<file path="config.mk">
export PLATFORM = sky130hd
export DESIGN_NAME = tetris_grid_renderer
export DESIGN_NICKNAME = d
export VERILOG_FILES = /design/src/rtl/tetris_grid_renderer.sv
export SDC_FILE = /design/constraint.sdc
export NUM_CORES = 1
export LEC_CHECK = 0
export BUFFER_PORTS_ARGS = -buffer_cell sky130_fd_sc_hd__clkbuf_2
export CORE_ASPECT_RATIO = 0.8
export CORE_MARGIN = 10
export CORE_UTILIZATION = 57
export CTS_BUF_LIST = sky130_fd_sc_hd__clkbuf_4 sky130_fd_sc_hd__clkbuf_8
export CTS_CLUSTER_SIZE = 24
export DETAILED_ROUTE_END_ITERATION = 16
export GPL_TIMING_DRIVEN = 0
export PLACE_DENSITY = 0.86
export SLEW_MARGIN = 20
export SYNTH_ARGS = -nofsm -noshare
export SYNTH_HDL_FRONTEND = slang
export SYNTH_SLANG_ARGS = --single-unit
</file>
<file path="constraint.sdc">
create_clock -name clk -period 4.2 [get_ports clk]
set_input_delay 0.42 -clock clk [delete_from_list [all_inputs] [get_ports clk]]
set_output_delay 0.42 -clock clk [all_outputs]
set_load 0.005 [all_outputs]
</file>
<file path="src/rtl/tetris_grid_renderer.sv">
`default_nettype none
// ============================================================================
//  Module   : tetris_grid_renderer
//  Purpose  : Turns a per-frame snapshot of the 20x10 playfield into 12-bit RGB
//             pixels (2-cycle pipeline, well border, gameover blink).
//  Revision : 1.0 - initial release
// ============================================================================
module tetris_grid_renderer #(
    parameter int CELL_PX      = 16,
    parameter int GRID_X0      = 240,
    parameter int GRID_Y0      = 80,
    parameter int BORDER_PX    = 4,
    parameter int BLINK_FRAMES = 30
) (
    input  logic         clk,
    input  logic         rst,
    input  logic [199:0] display_array_i,
    input  logic         gameover_i,
    input  logic [9:0]   hcount_i,
    input  logic [9:0]   vcount_i,
    input  logic         pix_valid_i,
    input  logic         frame_start_i,
    output logic [3:0]   red_o,
    output logic [3:0]   green_o,
    output logic [3:0]   blue_o,
    output logic         pix_valid_o,
    output logic         blink_phase_o
);

    localparam int               c_SHIFT      = $clog2(CELL_PX);
    localparam logic signed [10:0] c_GRID_W   = 11'(10 * CELL_PX);
    localparam logic signed [10:0] c_GRID_H   = 11'(20 * CELL_PX);
    localparam logic signed [10:0] c_BMIN     = 11'(-BORDER_PX);
    localparam logic signed [10:0] c_BXMAX    = 11'(10 * CELL_PX + BORDER_PX);
    localparam logic signed [10:0] c_BYMAX    = 11'(20 * CELL_PX + BORDER_PX);
    localparam logic [7:0]         c_BLINK_LAST = 8'(BLINK_FRAMES - 1);

    logic [199:0] r_snap;
    logic         r_go_snap;
    logic [7:0]   r_blink_cnt;
    logic         r_blink_phase;

    // Counting only begins on the second gameover pulse so the first
    // gameover frame is the first of a full "shown" half-period.
    always_ff @(posedge clk or negedge rst) begin
        if (!rst) begin
            r_snap        <= '0;
            r_go_snap     <= 1'b0;
            r_blink_cnt   <= 8'd0;
            r_blink_phase <= 1'b1;
        end else if (frame_start_i) begin
            r_snap    <= display_array_i;
            r_go_snap <= gameover_i;
            if (!gameover_i || !r_go_snap) begin
                r_blink_cnt   <= 8'd0;
                r_blink_phase <= 1'b1;
            end else if (r_blink_cnt == c_BLINK_LAST) begin
                r_blink_cnt   <= 8'd0;
                r_blink_phase <= !r_blink_phase;
            end else begin
                r_blink_cnt <= r_blink_cnt + 8'd1;
            end
        end
    end

    logic signed [10:0] w_dx;
    logic signed [10:0] w_dy;
    logic               w_in_grid;
    logic               w_in_border;
    logic               w_edge;
    logic [4:0]         w_row;
    logic [3:0]         w_col;

    assign w_dx = $signed({1'b0, hcount_i}) - $signed(11'(GRID_X0));
    assign w_dy = $signed({1'b0, vcount_i}) - $signed(11'(GRID_Y0));

    assign w_in_grid   = (w_dx >= 11'sd0) && (w_dx < c_GRID_W) &&
                         (w_dy >= 11'sd0) && (w_dy < c_GRID_H);
    assign w_in_border = !w_in_grid &&
                         (w_dx >= c_BMIN) && (w_dx < c_BXMAX) &&
                         (w_dy >= c_BMIN) && (w_dy < c_BYMAX);
    assign w_edge      = w_in_grid && ((w_dx[c_SHIFT-1:0] == '0) ||
                                       (w_dy[c_SHIFT-1:0] == '0));
    // Row/col forced to 0 outside the grid keeps the snapshot index in range.
    assign w_row = w_in_grid ? 5'(w_dy[9:0] >> c_SHIFT) : 5'd0;
    assign w_col = w_in_grid ? 4'(w_dx[9:0] >> c_SHIFT) : 4'd0;

    logic       r1_valid;
    logic       r1_in_grid;
    logic       r1_in_border;
    logic       r1_edge;
    logic [4:0] r1_row;
    logic [3:0] r1_col;

    always_ff @(posedge clk or negedge rst) begin
        if (!rst) begin
            r1_valid     <= 1'b0;
            r1_in_grid   <= 1'b0;
            r1_in_border <= 1'b0;
            r1_edge      <= 1'b0;
            r1_row       <= 5'd0;
            r1_col       <= 4'd0;
        end else begin
            r1_valid     <= pix_valid_i;
            r1_in_grid   <= w_in_grid;
            r1_in_border <= w_in_border;
            r1_edge      <= w_edge;
            r1_row       <= w_row;
            r1_col       <= w_col;
        end
    end

    logic [7:0]  w_idx;
    logic        w_filled;
    logic [11:0] w_rgb;

    assign w_idx    = 8'(r1_row) * 8'd10 + 8'(r1_col);
    assign w_filled = r_snap[w_idx];

    always_comb begin
        w_rgb = 12'h000;
        if (!r1_valid) begin
            w_rgb = 12'h000;
        end else if (r1_in_border) begin
            w_rgb = 12'h888;
        end else if (r1_in_grid && w_filled && (!r_go_snap || r_blink_phase)) begin
            w_rgb = r_go_snap ? 12'hF00 : 12'hFFF;
        end else if (r1_edge) begin
            w_rgb = 12'h222;
        end
    end

    logic [11:0] r_rgb;
    logic        r_valid2;

    always_ff @(posedge clk or negedge rst) begin
        if (!rst) begin
            r_rgb    <= 12'h000;
            r_valid2 <= 1'b0;
        end else begin
            r_rgb    <= w_rgb;
            r_valid2 <= r1_valid;
        end
    end

    assign red_o         = r_rgb[11:8];
    assign green_o       = r_rgb[7:4];
    assign blue_o        = r_rgb[3:0];
    assign pix_valid_o   = r_valid2;
    assign blink_phase_o = r_blink_phase;

endmodule
`default_nettype wire

</file>
==> run metrics <==
startpoint types flip-flop; Setup TNS 0 ps; clock buffer count from CTS 37; cell taking the most area after synthesis dfrtp_1; Syn. warnings 0; Overflow after GRT 0; # H-tree levels 2; area grow syn2layout 21.8%; synth top area cells dfrtp_1, mux2_2, mux4_2; TritonCTS clock tree yes; period utilisation layout 0.941; CTS Root Cell clkbuf_8; DRT iter0 DRCs a little over 500; row count 45; critical path capture point type flip-flop; Initial Util 0.584; Worst Clk Skew ~27 ps; Vias/cell between 5 and 6; Setup CP Type reg2reg; setup ws final 247 ps; initial antenna violation count 1; Nets 1328; Hold Crit Class in2reg; via count approximately 8k; first-pass GRT wire length about 47000 µm; final setup vio count 0; post-synthesis sequential area ratio 0.515; Port Buffers 236; total clock sinks 230; Inst Count DP roughly 1.3k; Clock Tree Buf Depth 3; Die W around 180 µm; Overall Global Routing Usage 0.229; Non-Filler Instances roughly 1.4k; Fin. Hold Viols 0; WL per Instance approximately 22 µm; I/O Pins 239; Mapped Nets between 1k and 1.5k; post-route ant nets 0; fraction of layout cells with a size suffix above 1 0.502; flops & latches, synth 230; total power between 5 and 6 mW; Place WS ~370 ps; Slew Limit Fails 0; EDFF count, synth 0; hpwl dp between 20000 and 25000 µm; Placer Congestion between 0.8 and 0.9; Worst Path Arrival between 4000 and 5000 ps; Die Area approximately 26000 µm²; largest net degree at the start of global routing 95; worst hold slack about 120 ps; postcts setup bufs 0; worst slew pin tran a little over 900 ps; Peak VDD IR between 0.3 and 0.4 mV; Core Region ~19000 µm²; DR DRC count 0; First-pass DRT Iterations 5; outcome complete, no violations; worst skew pair latency approximately 530 ps; fmax around 0.25 GHz; fin crit period 3950 ps; Util after Layout 0.711; clock-pin slew on the worst setup and hold paths about 70 ps; Worst slew margin 0.386; RSZ-0062 raised after global routing false; Most used DFF post-synth dfrtp_1; Synth top area share 0.513; async set-reset flop share out of synthesis 1.00; CP max FO 6; post-synthesis instance area 11200 µm²; placed inst area between 10000 and 15000 µm²; critical path required time 4580 ps; WL final approximately 30000 µm; Synth cell types 60; post-route cell area approximately 14000 µm²; max_cap viols 0; Die Y around 150 µm; leakage about 6.1 nW; syn_area_per_cell between 10 and 15 µm²; Gate Count Post-Synth 807; vias in the first global route just under 9k; power density cells 397 nW/µm²
-- where the power goes --
part | internal [mW] | leakage [nW] | switching [mW]
Sequential | 2.42 | 2.75 | 0.112
Clock | 1.27 | 0.445 | 0.874
Combinational | 0.399 | 2.94 | 0.341
-- cell usage in the layout, fill, tap and decap left out, types with 5 or more instances in the layout --
cell,instances
a211oi_1,6
a21oi_1,14
a22o_1,5
a22oi_1,10
a31oi_1,5
and2_1,5
buf_1,5
buf_4,6
clkbuf_1,25
clkbuf_2,236
clkbuf_4,9
clkbuf_8,55
dfrtp_1,229
ha_1,15
inv_1,15
mux2_2,206
mux2i_1,32
mux4_1,14
mux4_2,19
nand2_1,26
nand3_1,19
nand4_1,5
nor2_1,33
nor2b_1,9
nor3_1,7
o21ai_0,13
o31ai_1,5
xnor2_1,7
xor2_1,7
-- logic make-up after synthesis --
family | share of synthesized area
DFF | 0.515
muxes | 0.307
xor gates and xnor gates | 0.0118
buffers and inverters | 0.0383
AOI/OAI and AO/OA | 0.0549
and+or+nand+nor | 0.0523
adders and majority gates | 0.0204
-- cell type report --
| class | instances | area [µm²] |
|---|---|---|
| plain buffers | 54 | 372 |
| clock buffers | 59 | 756 |
| flip-flops and latches | 230 | 5760 |
| diodes | 1 | 2.50 |
| inverters | 15 | 56.3 |
| clock inverters | 6 | 83.8 |
| multi-input cells | 508 | 5000 |
| fillers | 1346 | 5530 |
| well taps | 258 | 323 |
| repair buffers | 240 | 1260 |
-- worst max-delay path, cell delays in order (launching register included) --
cell	delay [ps]
dfrtp_1	430
ha_1	320
ha_1	230
fa_1	610
a21boi_0	250
nor2_1	110
a21oi_1	630
o21ai_0	300
nand4b_1	280
a41oi_2	310
o221ai_2	180
o2bb2ai_1	170
-- cell usage after synthesis, drive strengths merged, types with 10 or more instances --
library cell	instances
mux2	206
inv	15
o21ai	13
mux2i	32
mux4	33
a21oi	14
nand3	19
nor2	33
nand2	26
dfrtp	229
ha	15
clkbuf	30
buf	24
a22oi	10
-- sequential cells by signal (all words and copies together) (netlist names), 4 cells and up --
signal       count
r1_col           4
r1_row           5
r_blink_cnt      8
r_rgb            6
r_snap         200
-- layer usage --
layer / track usage / wire (µm) / vias to the layer above
li1: - / - / 3557
met1: 0.301 / 12900 / 3986
met2: 0.358 / 14300 / 298
met3: 0.0715 / 2470 / 55
met4: 0.0671 / 681 / 0
met5: 0 / 0 / -
-- timing repair --
item                                   CTS  global route
hold buffers                             2             0
setup endpoints to repair                0             0
endpoints found under the hold margin   43             0
gates resized for setup                  0             0
-- final timing paths --
check	slack, ps	end	from	cells after the start
worst max-delay path	250	r_rgb[5]	r1_row[1]	11
worst min-delay path	120	r_snap[91]	display_array_i[91]	2
worst max register to register	250	r_rgb[5]	r1_row[1]	11
worst min register to register	430	pix_valid_o	r1_valid	0
max in group asynchronous	3000	r_snap[121]	rst	3
min in group asynchronous	400	r_snap[190]	rst	2
No activity file was read; power rests on OpenSTA's default activity.
